$ cat src/rtl/seq_det_word_ctrl.sv
// Word-to-serial sequencer for an external Moore 1011 detector.
// Scans each accepted word MSB-first and returns per-word hit count and hit mask.
//   state | meaning
//   IDLE  | waiting for a word, s_ready high
//   CLR   | one-cycle detector reset before scanning
//   SHIFT | presenting word bits on det_din, MSB first
//   DRAIN | zero fill while the last bits' detector results arrive
//   DONE  | result presented, waiting for m_ready
module seq_det_word_ctrl #(
    parameter  int WIDTH   = 8,
    parameter  int DET_LAT = 2,
    localparam int CNT_W   = $clog2(WIDTH + 1)
) (
    input  logic             clock,
    input  logic             reset,
    input  logic             s_valid,
    output logic             s_ready,
    input  logic [WIDTH-1:0] s_data,
    input  logic             s_clr,
    output logic             det_din,
    output logic             det_rst_n,
    input  logic             det_dout,
    output logic             m_valid,
    input  logic             m_ready,
    output logic [CNT_W-1:0] m_count,
    output logic [WIDTH-1:0] m_hit_mask,
    output logic             busy
);

    localparam int IDX_W = $clog2(WIDTH);

    localparam logic [2:0] IDLE  = 3'd0;
    localparam logic [2:0] CLR   = 3'd1;
    localparam logic [2:0] SHIFT = 3'd2;
    localparam logic [2:0] DRAIN = 3'd3;
    localparam logic [2:0] DONE  = 3'd4;

    logic [2:0]       r_state;
    logic [WIDTH-1:0] r_shreg;
    logic [CNT_W-1:0] r_bit_cnt;
    logic [CNT_W-1:0] r_count;
    logic [WIDTH-1:0] r_mask;
    logic [IDX_W-1:0] r_tag     [DET_LAT];
    logic [DET_LAT-1:0] r_tag_vld;

    logic [IDX_W-1:0] w_bit_idx;
    logic             w_hit;

    assign w_bit_idx = IDX_W'(WIDTH - 1) - r_bit_cnt[IDX_W-1:0];
    // Tag tail lines up with det_dout for the bit presented DET_LAT edges earlier
    assign w_hit = ((r_state == SHIFT) || (r_state == DRAIN)) &&
                   r_tag_vld[DET_LAT-1] && det_dout;

    assign s_ready    = reset & (r_state == IDLE);
    assign det_rst_n  = reset & (r_state != CLR);
    assign det_din    = (r_state == SHIFT) & r_shreg[WIDTH-1];
    assign m_valid    = (r_state == DONE);
    assign m_count    = r_count;
    assign m_hit_mask = r_mask;
    assign busy       = (r_state != IDLE);

    always_ff @(posedge clock or negedge reset) begin
        if (!reset) begin
            r_tag_vld <= '0;
            for (int i = 0; i < DET_LAT; i++) begin
                r_tag[i] <= '0;
            end
        end else begin
            r_tag[0]     <= w_bit_idx;
            r_tag_vld[0] <= (r_state == SHIFT);
            for (int i = 1; i < DET_LAT; i++) begin
                r_tag[i]     <= r_tag[i-1];
                r_tag_vld[i] <= r_tag_vld[i-1];
            end
        end
    end

    always_ff @(posedge clock or negedge reset) begin
        if (!reset) begin
            r_state   <= IDLE;
            r_shreg   <= '0;
            r_bit_cnt <= '0;
            r_count   <= '0;
            r_mask    <= '0;
        end else begin
            case (r_state)
                IDLE: begin
                    if (s_valid) begin
                        r_shreg   <= s_data;
                        r_count   <= '0;
                        r_mask    <= '0;
                        r_bit_cnt <= '0;
                        r_state   <= s_clr ? CLR : SHIFT;
                    end
                end
                CLR: r_state <= SHIFT;
                SHIFT: begin
                    r_shreg <= r_shreg << 1;
                    if (r_bit_cnt == CNT_W'(WIDTH - 1)) begin
                        r_bit_cnt <= '0;
                        r_state   <= DRAIN;
                    end else begin
                        r_bit_cnt <= r_bit_cnt + 1'b1;
                    end
                end
                DRAIN: begin
                    if (r_bit_cnt == CNT_W'(DET_LAT - 1)) begin
                        r_bit_cnt <= '0;
                        r_state   <= DONE;
                    end else begin
                        r_bit_cnt <= r_bit_cnt + 1'b1;
                    end
                end
                DONE: begin
                    if (m_ready) begin
                        r_state <= IDLE;
                    end
                end
                default: r_state <= IDLE;
            endcase
            if (w_hit) begin
                r_mask[r_tag[DET_LAT-1]] <= 1'b1;
                r_count                  <= r_count + 1'b1;
            end
        end
    end

endmodule

$ cat config.mk
export PLATFORM = sky130hd
export DESIGN_NAME = seq_det_word_ctrl
export DESIGN_NICKNAME = d
export VERILOG_FILES = /design/src/rtl/seq_det_word_ctrl.sv
export SDC_FILE = /design/constraint.sdc
export NUM_CORES = 1
export LEC_CHECK = 0
export ABC_AREA = 1
export CORE_ASPECT_RATIO = 1.75
export CORE_MARGIN = 2
export CORE_UTILIZATION = 51
export DETAILED_ROUTE_END_ITERATION = 6
export GPL_ROUTABILITY_DRIVEN = 0
export PLACE_DENSITY = 0.78
export SYNTH_ARGS = -nofsm -noshare
export SYNTH_HDL_FRONTEND = slang
export SYNTH_SLANG_ARGS = --single-unit
$ cat constraint.sdc
create_clock -name clock -period 1.66 [get_ports clock]
set_input_delay 0.332 -clock clock [delete_from_list [all_inputs] [get_ports clock]]
set_output_delay 0.332 -clock clock [all_outputs]
set_load 0.005 [all_outputs]
[Yosys cells after proc, flatten, opt, wreduce, memory -nomap -nowiden]
Cells that the tools add are included.
Widths: inputs -> output; s select.
Operators by class
  add/subtract/negate cells: 3
  $lt $le $gt $ge: 2
  eq/ne operators: 11
  mux-type cells: 19
  bitwise operators: 4
  reduce and logical (&&, ||, !) cells: 14
Operators by type and width (number)
  $mux 8: 4
  $mux 4: 5
  $pmux 8 s2: 1
  $pmux 3 s5: 1
  $mux 3: 4
  $pmux 4 s3: 1
  $add 4x1->4 const B: 2
  $or 8x8->8: 1
  $eq 3x2->1 const B: 2
  $ne 2x1->1 const B: 3
  $reduce_and 2->1: 3
  $reduce_bool 2->1: 3
  $reduce_bool 3->1: 2
  $eq 4x1->1 const B: 1
  $eq 4x3->1 const B: 1
  $lt 3x4->1 const B: 1
  $reduce_and 4->1: 1
  $and 1x1->1: 3
  $demux 1 s3: 1
  $eq 3x1->1 const B: 1
  $eq 3x3->1 const B: 1
  $ge 3x1->1 const B: 1
  $logic_and 1x1->1: 3
  $logic_not 3->1: 1
  6 further kinds: 6
Word-level totals
  register bits: 35
  input bits: 14
  output and inout bits: 17
  word-level logic and storage cells: 61

[Longest topological paths before layout]
Gate-level depths: netlist of the first run.
  depth in word-level cells: 6
  mapped depth: 8
  depth with buffers taken out: 8

[Least setup slack after synthesis of the first run]
Ideal clock, no wire load.
  path type: reg-to-output
  start point: register r_state[2]
  end point: output det_din
  data arrival time: 902 ps
  data required time: 1328 ps
  slack: 426 ps
  cell stages (with the launch flop): 5
  buffers on the path: 1
  path through: dfrtp_1 -> inv_2 -> nand3_2 -> buf_4 -> nor2_1
Between the ends
  longest elaborated chain between the ends: 2
RTL lines
  start: declaration: line 38  | logic [2:0] r_state;
  start signal: assignment: line 93  | r_state <= s_clr ? CLR : SHIFT;
  $eq 3x2->1: line 56  | assign det_din = (r_state == SHIFT) & r_shreg[WIDTH-1];
  $and 1x1->1: line 56
  end: declaration: line 20  | output logic det_din,
Every way passes these cells.

[Worst setup path in the final report of the first run]
  start point: register r_state[0]
  end point: output det_din
Same word-level chain as after synthesis.

==> flow_summary_export.csv, run 1 <==
group,metric,value,unit
outcome,outcome,"finished, final reports clean",
layout,area_growth,29.2,%
routing,drtAntennaViolNets,0,
place,place_area,1990,µm²
critical_path,worstPathRequired,1.33,ns
critical_path,r2r_start,"r_state[2]$_DFFE_PN0P_",
power_and_ir_drop,ir_drop,1010,µV
power_and_ir_drop,power_leakage,1.03,nW
power_and_ir_drop,seq_power_share,0.376,
timing,fin_skew,0.00257,ns
critical_path,cp-start-kind,"flip-flop",
timing,period_minus_slack,1.58,ns
place,dp_hpwl,2280,µm
layout,postLayoutCellArea,2090,µm²
critical_path,slowest_delay,0.38,ns
critical_path,arrival,1.25,ns
global_routing,grt_start_max_net_pins,27,
cts,h-tree-depth,2,
cts,cts_tree,"built",
timing,rsz0062_at_grt,"no",
floorplanning,core_area,3110,µm²
cts,clockBufferDepth,2,
layout,fillers,274,
power_and_ir_drop,comb_power_share,0.472,
cts,cts_hold_repair.buffers,0,
logic_synthesis,yosysSeqAreaShare,0.540,
power_and_ir_drop,swShare,0.395,
routing,vias_per_cell,4.91,
run,drv_cap,0,
floorplanning,fp-row-count,27,
floorplanning,fp.dieW,46.6,µm
cts,cts_sinks,35,
timing,slew_violations,0,
global_routing,grt_overflow,0,
logic_synthesis,ys_types,21,
critical_path,reg2reg_depth,6,
layout,layout.nets,249,
cts,clock-root-buffer,"clkbuf_8",
power_and_ir_drop,p_per_area,1840,nW/µm²
logic_synthesis,ys_warn_count,0,
floorplanning,io-pin-count,31,
cts,cts_buffers,5,
critical_path,reg2reg_slack,0.21,ns
timing,finalHoldViolations,0,
layout,diodes,0,
timing,setup_ws,0.0796,ns
routing,wl,3090,µm
global_routing,grt_pass1_vias,1287,
place,place_ws,-0.224,ns
logic_synthesis,syn_inst,190,
routing,drt_pass1_iterations,4,
global_routing,antenna_found_initial,0,
routing,drt-wirelength-per-cell,11.2,µm
routing,post-route-drc-count,0,
cts,clkTransAtPathRegs,0.07,ns
timing,tightest_slew,0.330,ns
critical_path,cp_max_fo,4,
routing,num_vias,1354,
critical_path,worstPathCellList,"buf_4 > inv_1 > nand3_2 > nor2_2 > clkdlybuf4s15_1",
logic_synthesis,synth_nets,207,
power_and_ir_drop,power.share.clock,0.152,
floorplanning,die_h,78.6,µm
global_routing,grt_usage,0.202,
logic_synthesis,synth_seq_cells,35,
logic_synthesis,avgSynthCellArea,8.53,µm²
place,numPortBuffers,30,
layout,drive_above_1_share,0.129,
timing,slew_headroom,0.780,
critical_path,setup.worst_path.end_class,"output port",
timing,final-setup-viol-count,0,
timing,post-route-period-util,0.952,
floorplanning,initial_utilization,0.522,
timing,fmax,633,MHz
cts,insertion_delay,0.28,ns
critical_path,critical_path_class,"reg2out",
critical_path,r2r-end,"m_count[0]$_DFFE_PN0P_",
critical_path,critPathSlowestCell,"dfrtp_1",
power_and_ir_drop,p_int,2.33,mW
logic_synthesis,syn_area,1620,µm²
global_routing,grt_pass1_wl,5200,µm
power_and_ir_drop,switchingPower,1.52,mW
floorplanning,die_area,3660,µm²
routing,drtIter0Drc,17,
worst_hold_path,worst_hold_path_type,"in2async",
[kinds of logic (layout without fill, tap and decap cells)]
group / Yosys count / after routing / share of synthesized area
AOI/OAI and AO/OA: 30 / 30 / 0.0949
xor gates and xnor gates: 3 / 3 / 0.0162
adders and majority gates: 3 / 3 / 0.0232
buffers and inverters: 31 / 74 / 0.0803
DFF: 35 / 35 / 0.540
and+or+nand+nor: 88 / 88 / 0.245
[metrics by stage]
stage	cells	total power [mW]	util	hold WS [ns]	TNS [ns]
floorplan	190	2.62	-	0.0364	0
global placement	264	3.18	0.640	0.332	-0.359
detailed placement	264	3.25	0.640	0.336	-0.447
CTS	276	3.89	0.674	0.187	0
global route	276	4.24	0.674	0.209	0
finish	276	3.85	0.674	0.182	0
[layer usage]
layer / part of all wire / track usage / wire (µm) / vias up
met5: 0 / 0 / 0 / -
met4: 0.037 / 0.136 / 114 / 0
met3: 0.047 / 0.0529 / 144 / 8
met2: 0.54 / 0.342 / 1680 / 28
met1: 0.37 / 0.201 / 1150 / 630
li1: - / - / - / 688
[area by class of cell]
type	count	area, µm²	share of cell area
flip-flops and latches	35	877	0.419
multi-input cells	124	618	0.295
repair buffers	40	367	0.175
inverters	26	97.6	0.0466
clock buffers	7	76.3	0.0364
well taps	43	53.8	0.0257
clock inverters	1	5.00	0.00239
[power by group through the flow]
stage / Combinational, mW / Sequential (mW) / Clock (mW)
2_1_floorplan: 1.16 / 1.46 / 0
3_3_place_gp: 1.72 / 1.46 / 0
3_5_place_dp: 1.77 / 1.48 / 0
4_1_cts: 1.83 / 1.45 / 0.609
5_1_grt: 2.10 / 1.50 / 0.640
6_report: 1.82 / 1.45 / 0.586
[repair_timing]
action | CTS | global route
gates resized for setup | 8 | 5
pin swaps | 1 | 1
buffers inserted | 4 | 0
setup endpoints to repair | 5 | 3
[placed cells by master, fill, tap and decap left out]
cell type and n:
a21oi_1 1, buf_4 10, clkbuf_1 2, clkbuf_2 1
clkbuf_8 5, clkdlybuf4s15_1 2, clkdlybuf4s50_1 24, clkinv_2 1
dfrtp_1 34, dfrtp_2 1, dlygate4sd2_1 3, ha_1 3
inv_1 24, inv_2 2, nand2_1 48, nand2_2 1
nand3_1 21, nand3_2 3, nand3b_1 1, nor2_1 8
nor2_2 4, nor2_4 1, nor3_1 1, o21ai_0 10
o21ai_1 18, o21ai_2 1, xnor2_1 1, xor2_1 2
[registers in the layout (all words and copies together), names as in the netlist]
signal / flops
r_bit_cnt: 4
r_tag: 6
r_tag_vld: 2
m_hit_mask: 8
m_count: 4
r_shreg: 8
r_state: 3
[Yosys cell counts]
library cell / n / area share
a21oi_1: 1 / 0.0031
buf_2: 2 / 0.0062
ha_1: 3 / 0.023
dfrtp_1: 35 / 0.54
nand2_1: 48 / 0.11
nor2_4: 1 / 0.0069
o21ai_1: 17 / 0.052
nor2_2: 3 / 0.012
nand3_1: 21 / 0.065
nand3_2: 3 / 0.019
xnor2_1: 1 / 0.0054
nor3_1: 1 / 0.0031
o21ai_0: 11 / 0.034
o21ai_2: 1 / 0.0054
xor2_1: 2 / 0.011
inv_2: 2 / 0.0046
buf_4: 3 / 0.014
nor2_1: 9 / 0.021
nand3b_1: 1 / 0.0046
nand2_2: 1 / 0.0039
inv_1: 24 / 0.056
[critical path: cells and delay by family, from the launching register on]
family | cells | cell delay, ns
buffers and inverters | 3 | 0.42
and+or+nand+nor | 2 | 0.17
DFF | 1 | 0.38
[worst max path at each step]
stage | startpoint | endpoint | slack [ns] | cells after the start
6_report | r_state[0]$_DFFE_PN0P_ | det_din | 0.08 | 5
2_1_floorplan | r_state[2]$_DFFE_PN0P_ | det_din | 0.43 | 4
4_1_cts | r_state[1]$_DFFE_PN0P_ | det_rst_n | 0.02 | 5
5_1_grt | r_state[0]$_DFFE_PN0P_ | det_din | 0.008 | 5
3_5_place_dp | reset | det_rst_n | -0.22 | 4
3_3_place_gp | reset | s_ready | -0.18 | 4
No activity file was read; power rests on OpenSTA's default activity.
==> inputs of run 2 (changes only) <==
--- a/config.mk
+++ b/config.mk
@@ -5,13 +5,12 @@
 export SDC_FILE = /design/constraint.sdc
 export NUM_CORES = 1
 export LEC_CHECK = 0
-export ABC_AREA = 1
 export CORE_ASPECT_RATIO = 1.75
 export CORE_MARGIN = 2
-export CORE_UTILIZATION = 51
+export CORE_UTILIZATION = 50
 export DETAILED_ROUTE_END_ITERATION = 6
 export GPL_ROUTABILITY_DRIVEN = 0
-export PLACE_DENSITY = 0.78
+export PLACE_DENSITY = 0.77
 export SYNTH_ARGS = -nofsm -noshare
 export SYNTH_HDL_FRONTEND = slang
 export SYNTH_SLANG_ARGS = --single-unit
==> run 2 against run 1 <==
- clock skew grew 0.0018 ns
- critical endpoint is now r_shreg[6]$_DFFE_PN0P_
- routed wire length grew 12%
- the run now ends with negative setup slack left
- clock-buffer cell count down 1
- worst hold slack improved by 0.17 ns
- synthesized cell count down 27%
- maximum frequency fell by 11%
- via count shrank 6.3%
- sequential power grew 3%
- critical path depth increased by 1
==> flow_summary_export.csv, run 2 <==
group,metric,value,unit
global_routing,grt_start_max_net_pins,36,
critical_path,setup.worst_path.end_class,"flip-flop",
layout,layout_commonest_cell,"dfrtp_1",
critical_path,cp-start-kind,"flip-flop",
layout,layout.nets,208,
floorplanning,initial_utilization,0.528,
cts,h-tree-depth,2,
timing,final-setup-viol-count,7,
timing,slew_headroom,0.710,
power_and_ir_drop,finalPower,3.83,mW
cts,clkTransAtPathRegs,0.07,ns
timing,fin_setup_tns,-0.283,ns
global_routing,grt_overflow,0,
timing,period_minus_slack,1.77,ns
logic_synthesis,syn_area,1550,µm²
power_and_ir_drop,p_per_area,1770,nW/µm²
floorplanning,die_area,3570,µm²
critical_path,slowest_delay,0.57,ns
run,drv_cap,0,
global_routing,grt_usage,0.207,
routing,drt-wirelength-per-cell,15.8,µm
critical_path,worstPathRequired,1.82,ns
timing,fin_skew,0.00441,ns
timing,rsz0062_at_grt,"yes",
place,placed_cells,202,
logic_synthesis,ys_top_cells_by_count,"dfrtp_1 (35), nand2_1 (14), inv_1 (11), o21ai_0 (10), mux2i_1 (9)",
floorplanning,die_h,77.6,µm
critical_path,cp_top_family,"simple AND/OR/NAND/NOR gates",
logic_synthesis,synth_edf_count,0,
logic_synthesis,async_flop_share,1.00,
timing,tightest_slew,0.436,ns
timing,finalHoldViolations,0,
routing,wl,3460,µm
layout,fillers,203,
floorplanning,io-pin-count,31,
logic_synthesis,ys_types,35,
layout,fin_cells,219,
cts,cts_sinks,35,
place,dp_hpwl,2280,µm
logic_synthesis,syn_inst,139,
cts,insertion_delay,0.28,ns
layout,multi_input_area,634,µm²
critical_path,path_common_cell,"buf_6",
floorplanning,core_area,2930,µm²
layout,postLayoutCoreUtil,0.738,
logic_synthesis,ys_warn_count,0,
critical_path,worstPathCellList,"buf_6 > buf_6 > or4b_4 > buf_8 > mux2i_1 > o21ai_1",
timing,fmax,565,MHz
logic_synthesis,yosysSeqAreaShare,0.566,
timing,slew_violations,0,
logic_synthesis,avgSynthCellArea,11.1,µm²
critical_path,critical_path_class,"reg2reg",
global_routing,antenna_found_initial,0,
logic_synthesis,synth_seq_cells,35,
logic_synthesis,yosysMostFrequentCell,"dfrtp_1",
routing,drtIter0Drc,40,
timing,post-route-period-util,1.07,
outcome,violations,"negative setup slack",
layout,postLayoutCellArea,2160,µm²
cts,cts_tree,"built",
layout,drive_above_1_share,0.241,
routing,drt_pass1_iterations,4,
place,numPortBuffers,30,
outcome,outcome,"complete, but fails checks",
floorplanning,fp-row-count,26,
worst_hold_path,worst_hold_path_type,"reg2reg",
routing,drtAntennaViolNets,0,
routing,vias_per_cell,5.79,
critical_path,crit_buf_inv,3,
timing,setup_ws,-0.110,ns
layout,diodes,0,
global_routing,grt_pass1_vias,1237,
logic_synthesis,synthFlopType,"dfrtp_1",
critical_path,cp_max_fo,7,
timing,hold_ws,0.349,ns
layout,area_growth,39.6,%
global_routing,grt_pass1_wl,5380,µm
place,place_area,1930,µm²
layout,regArea,876,µm²
floorplanning,fp.dieW,46.0,µm
critical_path,critPathSlowestCell,"or4b_4",
power_and_ir_drop,power_leakage,0.987,nW
cts,clock-root-buffer,"clkbuf_8",
power_and_ir_drop,ir_drop,1260,µV
routing,post-route-drc-count,0,
critical_path,arrival,1.93,ns
cts,clockBufferDepth,2,
logic_synthesis,synthTopCellsByArea,"dfrtp_1 (57%), mux2i_1 (5.8%), nand2_1 (3.4%), o21ai_0 (3.2%), inv_1 (2.7%)",
logic_synthesis,synth_top_cell_by_area,"dfrtp_1",
logic_synthesis,synth_nets,156,
layout,mostFrequentLayoutCells,"dfrtp_1 (35), clkdlybuf4s50_1 (25), buf_4 (16), inv_1 (10), nand2_1 (10)",
logic_synthesis,synth_top_area_share,0.566,
routing,num_vias,1269,
place,place_ws,-0.223,ns
cts,cts_buffers,5,
cts,cts_hold_repair.buffers,0,
==> run 2: cell count changes in the layout (fill, tap and decap cells not counted), moves of 4 or more <==
| cell | change |
|---|---|
| nor2_2 | -4 |
| a32o_1 | +4 |
| o21ai_1 | -14 |
| inv_1 | -14 |
| buf_4 | +6 |
| nand2_1 | -38 |
| nand3_1 | -14 |
| o21ai_0 | -4 |
| mux2i_1 | +9 |
| nor2_1 | -5 |
| buf_6 | +4 |
==> run 2: worst reg2reg max path, cell delays in order (launching register included) <==
cell and delay, ns:
dfrtp_1 0.40, buf_6 0.13, buf_6 0.11, or4b_4 0.57, buf_8 0.16, mux2i_1 0.17
o21ai_1 0.10
==> run 2: logic make-up (layout without fill, tap and decap cells) <==
kind of cell | after synthesis | in the layout | synth area share
buffers and inverters | 18 | 70 | 0.0574
and+or+nand+nor | 43 | 43 | 0.155
AOI/OAI and AO/OA | 30 | 30 | 0.133
adders and majority gates | 3 | 3 | 0.0243
xor gates and xnor gates | 1 | 1 | 0.00566
DFF | 35 | 35 | 0.566
muxes | 9 | 9 | 0.0583
==> run 2: power breakdown <==
part / switching (mW) / internal (mW)
Combinational: 0.760 / 0.945
Sequential: 0.283 / 1.22
Clock: 0.293 / 0.325
Total: 1.34 / 2.49
==> run 2: area by class of cell <==
type,count,area share
Sequential cell,35,0.406
Multi-Input combinational cell,86,0.294
Timing Repair Buffer,52,0.225
Clock buffer,6,0.0382
Inverter,11,0.0191
Tap cell,28,0.0162
Clock inverter,1,0.00232
==> run 2: metal layers <==
layer	up-vias	routed length [µm]	GRT usage
li1	598	-	-
met1	625	1360	0.231
met2	38	1880	0.344
met3	8	130	0.0512
met4	0	89	0.106
met5	-	0	0
==> run 2: final timing paths <==
| check | start | endpoint | slack [ns] | cells after the start |
|---|---|---|---|---|
| worst max register to register | r_state[1]$_DFFE_PN0P_ | r_shreg[6]$_DFFE_PN0P_ | -0.11 | 6 |
| worst min-delay path | r_tag_vld[0]$_DFF_PN0_ | r_tag_vld[1]$_DFF_PN0_ | 0.35 | 0 |
| worst min register to register | r_tag_vld[0]$_DFF_PN0_ | r_tag_vld[1]$_DFF_PN0_ | 0.35 | 0 |
| max in group asynchronous | reset | r_shreg[5]$_DFFE_PN0P_ | 0.76 | 2 |
| worst max-delay path | r_state[1]$_DFFE_PN0P_ | r_shreg[6]$_DFFE_PN0P_ | -0.11 | 6 |
| min in group asynchronous | reset | r_tag[3]$_DFF_PN0_ | 0.60 | 2 |
==> run 2: repair_timing <==
item,CTS,global route
cloned,0,1
pin swaps,4,11
setup buffers,4,5
hold endpoints to repair,0,0
endpoints found under the setup margin,5,20
gates resized for setup,23,17
==> inputs of run 3 (changes only) <==
--- a/config.mk
+++ b/config.mk
@@ -5,9 +5,9 @@
 export SDC_FILE = /design/constraint.sdc
 export NUM_CORES = 1
 export LEC_CHECK = 0
-export CORE_ASPECT_RATIO = 1.75
 export CORE_MARGIN = 2
 export CORE_UTILIZATION = 50
+export CTS_CLUSTER_DIAMETER = 120
 export DETAILED_ROUTE_END_ITERATION = 6
 export GPL_ROUTABILITY_DRIVEN = 0
 export PLACE_DENSITY = 0.77
==> run 3 against run 2 <==
- the flow still finishes with violations (negative setup slack)
- final area down 1.9%
- worst hold slack gained 0.0082 ns
- clock skew increased by 0.0027 ns
- global-route usage increased by 0.69 points
- routed wire length shrank 4.5%
- sequential cell count did not move
- cell count increased by 3.7%
- maximum frequency up 4.5%
- sequential share of layout area grew 0.77 points
==> flow_summary_export.csv, run 3 (synthesis results as in run 2) <==
group,metric,value,unit
outcome,outcome,"complete, but fails checks",
power_and_ir_drop,p_int,2.32,mW
timing,fin_setup_tns,-0.0728,ns
layout,layout.nets,210,
timing,slew_headroom,0.714,
outcome,violations,"negative setup slack",
critical_path,cp-start-kind,"flip-flop",
routing,post-route-drc-count,0,
layout,postLayoutCellArea,2120,µm²
floorplanning,io-pin-count,31,
layout,regArea,876,µm²
floorplanning,die_area,3550,µm²
critical_path,critical_path_class,"reg2out",
layout,diodes,0,
cts,cts_tree,"built",
power_and_ir_drop,p_per_area,1700,nW/µm²
cts,h-tree-depth,2,
critical_path,cp_max_fo,3,
global_routing,grt_overflow,0,
place,place_ws,-0.169,ns
global_routing,grt_util_met1,0.287,
timing,fin_skew,0.00709,ns
critical_path,r2r_start,"r_state[0]$_DFFE_PN0P_",
cts,clockBufferDepth,2,
timing,tightest_slew,0.429,ns
critical_path,reg2reg_slack,-0.01,ns
layout,fillers,223,
place,place_area,1940,µm²
power_and_ir_drop,switchingPower,1.27,mW
power_and_ir_drop,power_leakage,0.970,nW
timing,slew_violations,0,
cts,cts_buffers,5,
power_and_ir_drop,power.share.clock,0.119,
layout,layout_commonest_cell,"dfrtp_1",
cts,clock-root-buffer,"clkbuf_4",
timing,final-setup-viol-count,3,
worst_hold_path,hp-start,"r_tag[3]$_DFF_PN0_",
routing,drtAntennaViolNets,0,
floorplanning,fp-row-count,20,
place,dp_hpwl,2230,µm
power_and_ir_drop,comb_power_share,0.470,
power_and_ir_drop,ir_drop,708,µV
global_routing,met3_usage,0.0393,
global_routing,antenna_found_initial,0,
floorplanning,core_area,3000,µm²
layout,drive_above_1_share,0.227,
global_routing,grt_usage,0.214,
critical_path,r2r-end,"r_shreg[6]$_DFFE_PN0P_",
layout,area_growth,37.1,%
floorplanning,fp.dieW,59.6,µm
layout,multi_input_area,626,µm²
timing,fmax,590,MHz
place,numPortBuffers,30,
worst_hold_path,whs_path_depth,0,
cts,cts_sinks,35,
routing,drtIter0Drc,64,
worst_hold_path,min_to,"r_tag[0]$_DFF_PN0_",
routing,num_vias,1250,
global_routing,grt_pass1_wl,5640,µm
global_routing,grt_start_max_net_pins,36,
power_and_ir_drop,swShare,0.355,
global_routing,grt_pass1_vias,1274,
worst_hold_path,worst_hold_path_type,"reg2reg",
run,drv_cap,0,
timing,post-route-period-util,1.02,
critical_path,reg2reg_depth,6,
cts,clkTransAtPathRegs,0.10,ns
global_routing,top_usage_layer,"met2",
timing,finalHoldViolations,0,
routing,drt-wirelength-per-cell,14.6,µm
global_routing,met2_usage,0.341,
layout,mostFrequentLayoutCells,"dfrtp_1 (35), clkdlybuf4s50_1 (25), buf_4 (16), nand2_1 (13), inv_1 (10)",
critical_path,arrival,1.36,ns
timing,period_minus_slack,1.69,ns
timing,setup_ws,-0.0337,ns
routing,vias_per_cell,5.51,
floorplanning,initial_utilization,0.515,
cts,insertion_delay,0.34,ns
critical_path,worstPathRequired,1.33,ns
power_and_ir_drop,seq_power_share,0.411,
timing,rsz0062_at_grt,"yes",
routing,wl,3310,µm
routing,drt_pass1_iterations,4,
critical_path,setup.worst_path.end_class,"output port",
floorplanning,die_h,59.6,µm
[run 3: changes by cell type in the layout (fill, tap and decap cells not counted), sizes merged]
| cell | before | now |
|---|---|---|
| buf | 24 | 29 |
| clkbuf | 8 | 7 |
| clkdlybuf4s15 | 1 | 0 |
[run 3: final cells by class]
| cell class | instances | share of cell area |
|---|---|---|
| sequential | 35 | 0.413 |
| multi-input combinational | 86 | 0.295 |
| timing repair buffer | 54 | 0.229 |
| clock buffer | 7 | 0.0213 |
| inverter | 11 | 0.0195 |
| tap | 33 | 0.0195 |
| clock inverter | 1 | 0.00236 |
[run 3: power by group through the flow]
stage               clock network, mW  registers, mW  logic (mW)
finish                          0.428           1.48        1.69
global route                    0.474           1.53        1.86
CTS                             0.446           1.48        1.59
detailed placement                  0           1.50        1.44
global placement                    0           1.47        1.40
floorplan                           0           1.44       0.819
[run 3: repair_timing]
action / 4_1_cts / 5_1_grt
gates resized for setup: 33 / 9
endpoints found under the setup margin: 5 / 20
hold buffers: 0 / 0
cloned: 0 / 1
pin swaps: 6 / 3
buffers inserted: 7 / 3
[run 3: layer usage]
layer	routed length, µm	up-vias	share of wire
met4	63	0	0.019
met5	0	-	0
met3	137	7	0.041
li1	-	603	-
met2	1640	35	0.49
met1	1470	605	0.44
[run 3: worst max-delay path by stage]
stage                           start                      end  depth (start not counted)
2_1_floorplan  r_state[1]$_DFFE_PN0P_  m_hit_mask[2]$_DFF_PN0_                          5
5_1_grt        r_state[0]$_DFFE_PN0P_                det_rst_n                          5
3_5_place_dp                    reset                  s_ready                          4
4_1_cts        r_state[0]$_DFFE_PN0P_                  s_ready                          3
3_3_place_gp                    reset                  s_ready                          4
6_report       r_state[1]$_DFFE_PN0P_                det_rst_n                          4
[run 3: worst max-delay path, cell delays in order (launching register included)]
cell and delay, ns:
dfrtp_1 0.40, buf_6 0.13, buf_6 0.11, o31a_1 0.26
buf_2 0.12
[run 3: per-stage QoR]
| stage | utilization | cells | hold slack (ns) | power [mW] |
|---|---|---|---|---|
| global placement | 0.648 | 208 | 0.331 | 2.87 |
| CTS | 0.688 | 223 | 0.359 | 3.52 |
| global route | 0.706 | 227 | 0.368 | 3.87 |
| detailed placement | 0.648 | 208 | 0.337 | 2.94 |
| finish | 0.706 | 227 | 0.357 | 3.59 |
| floorplan | - | 139 | 0.0364 | 2.26 |
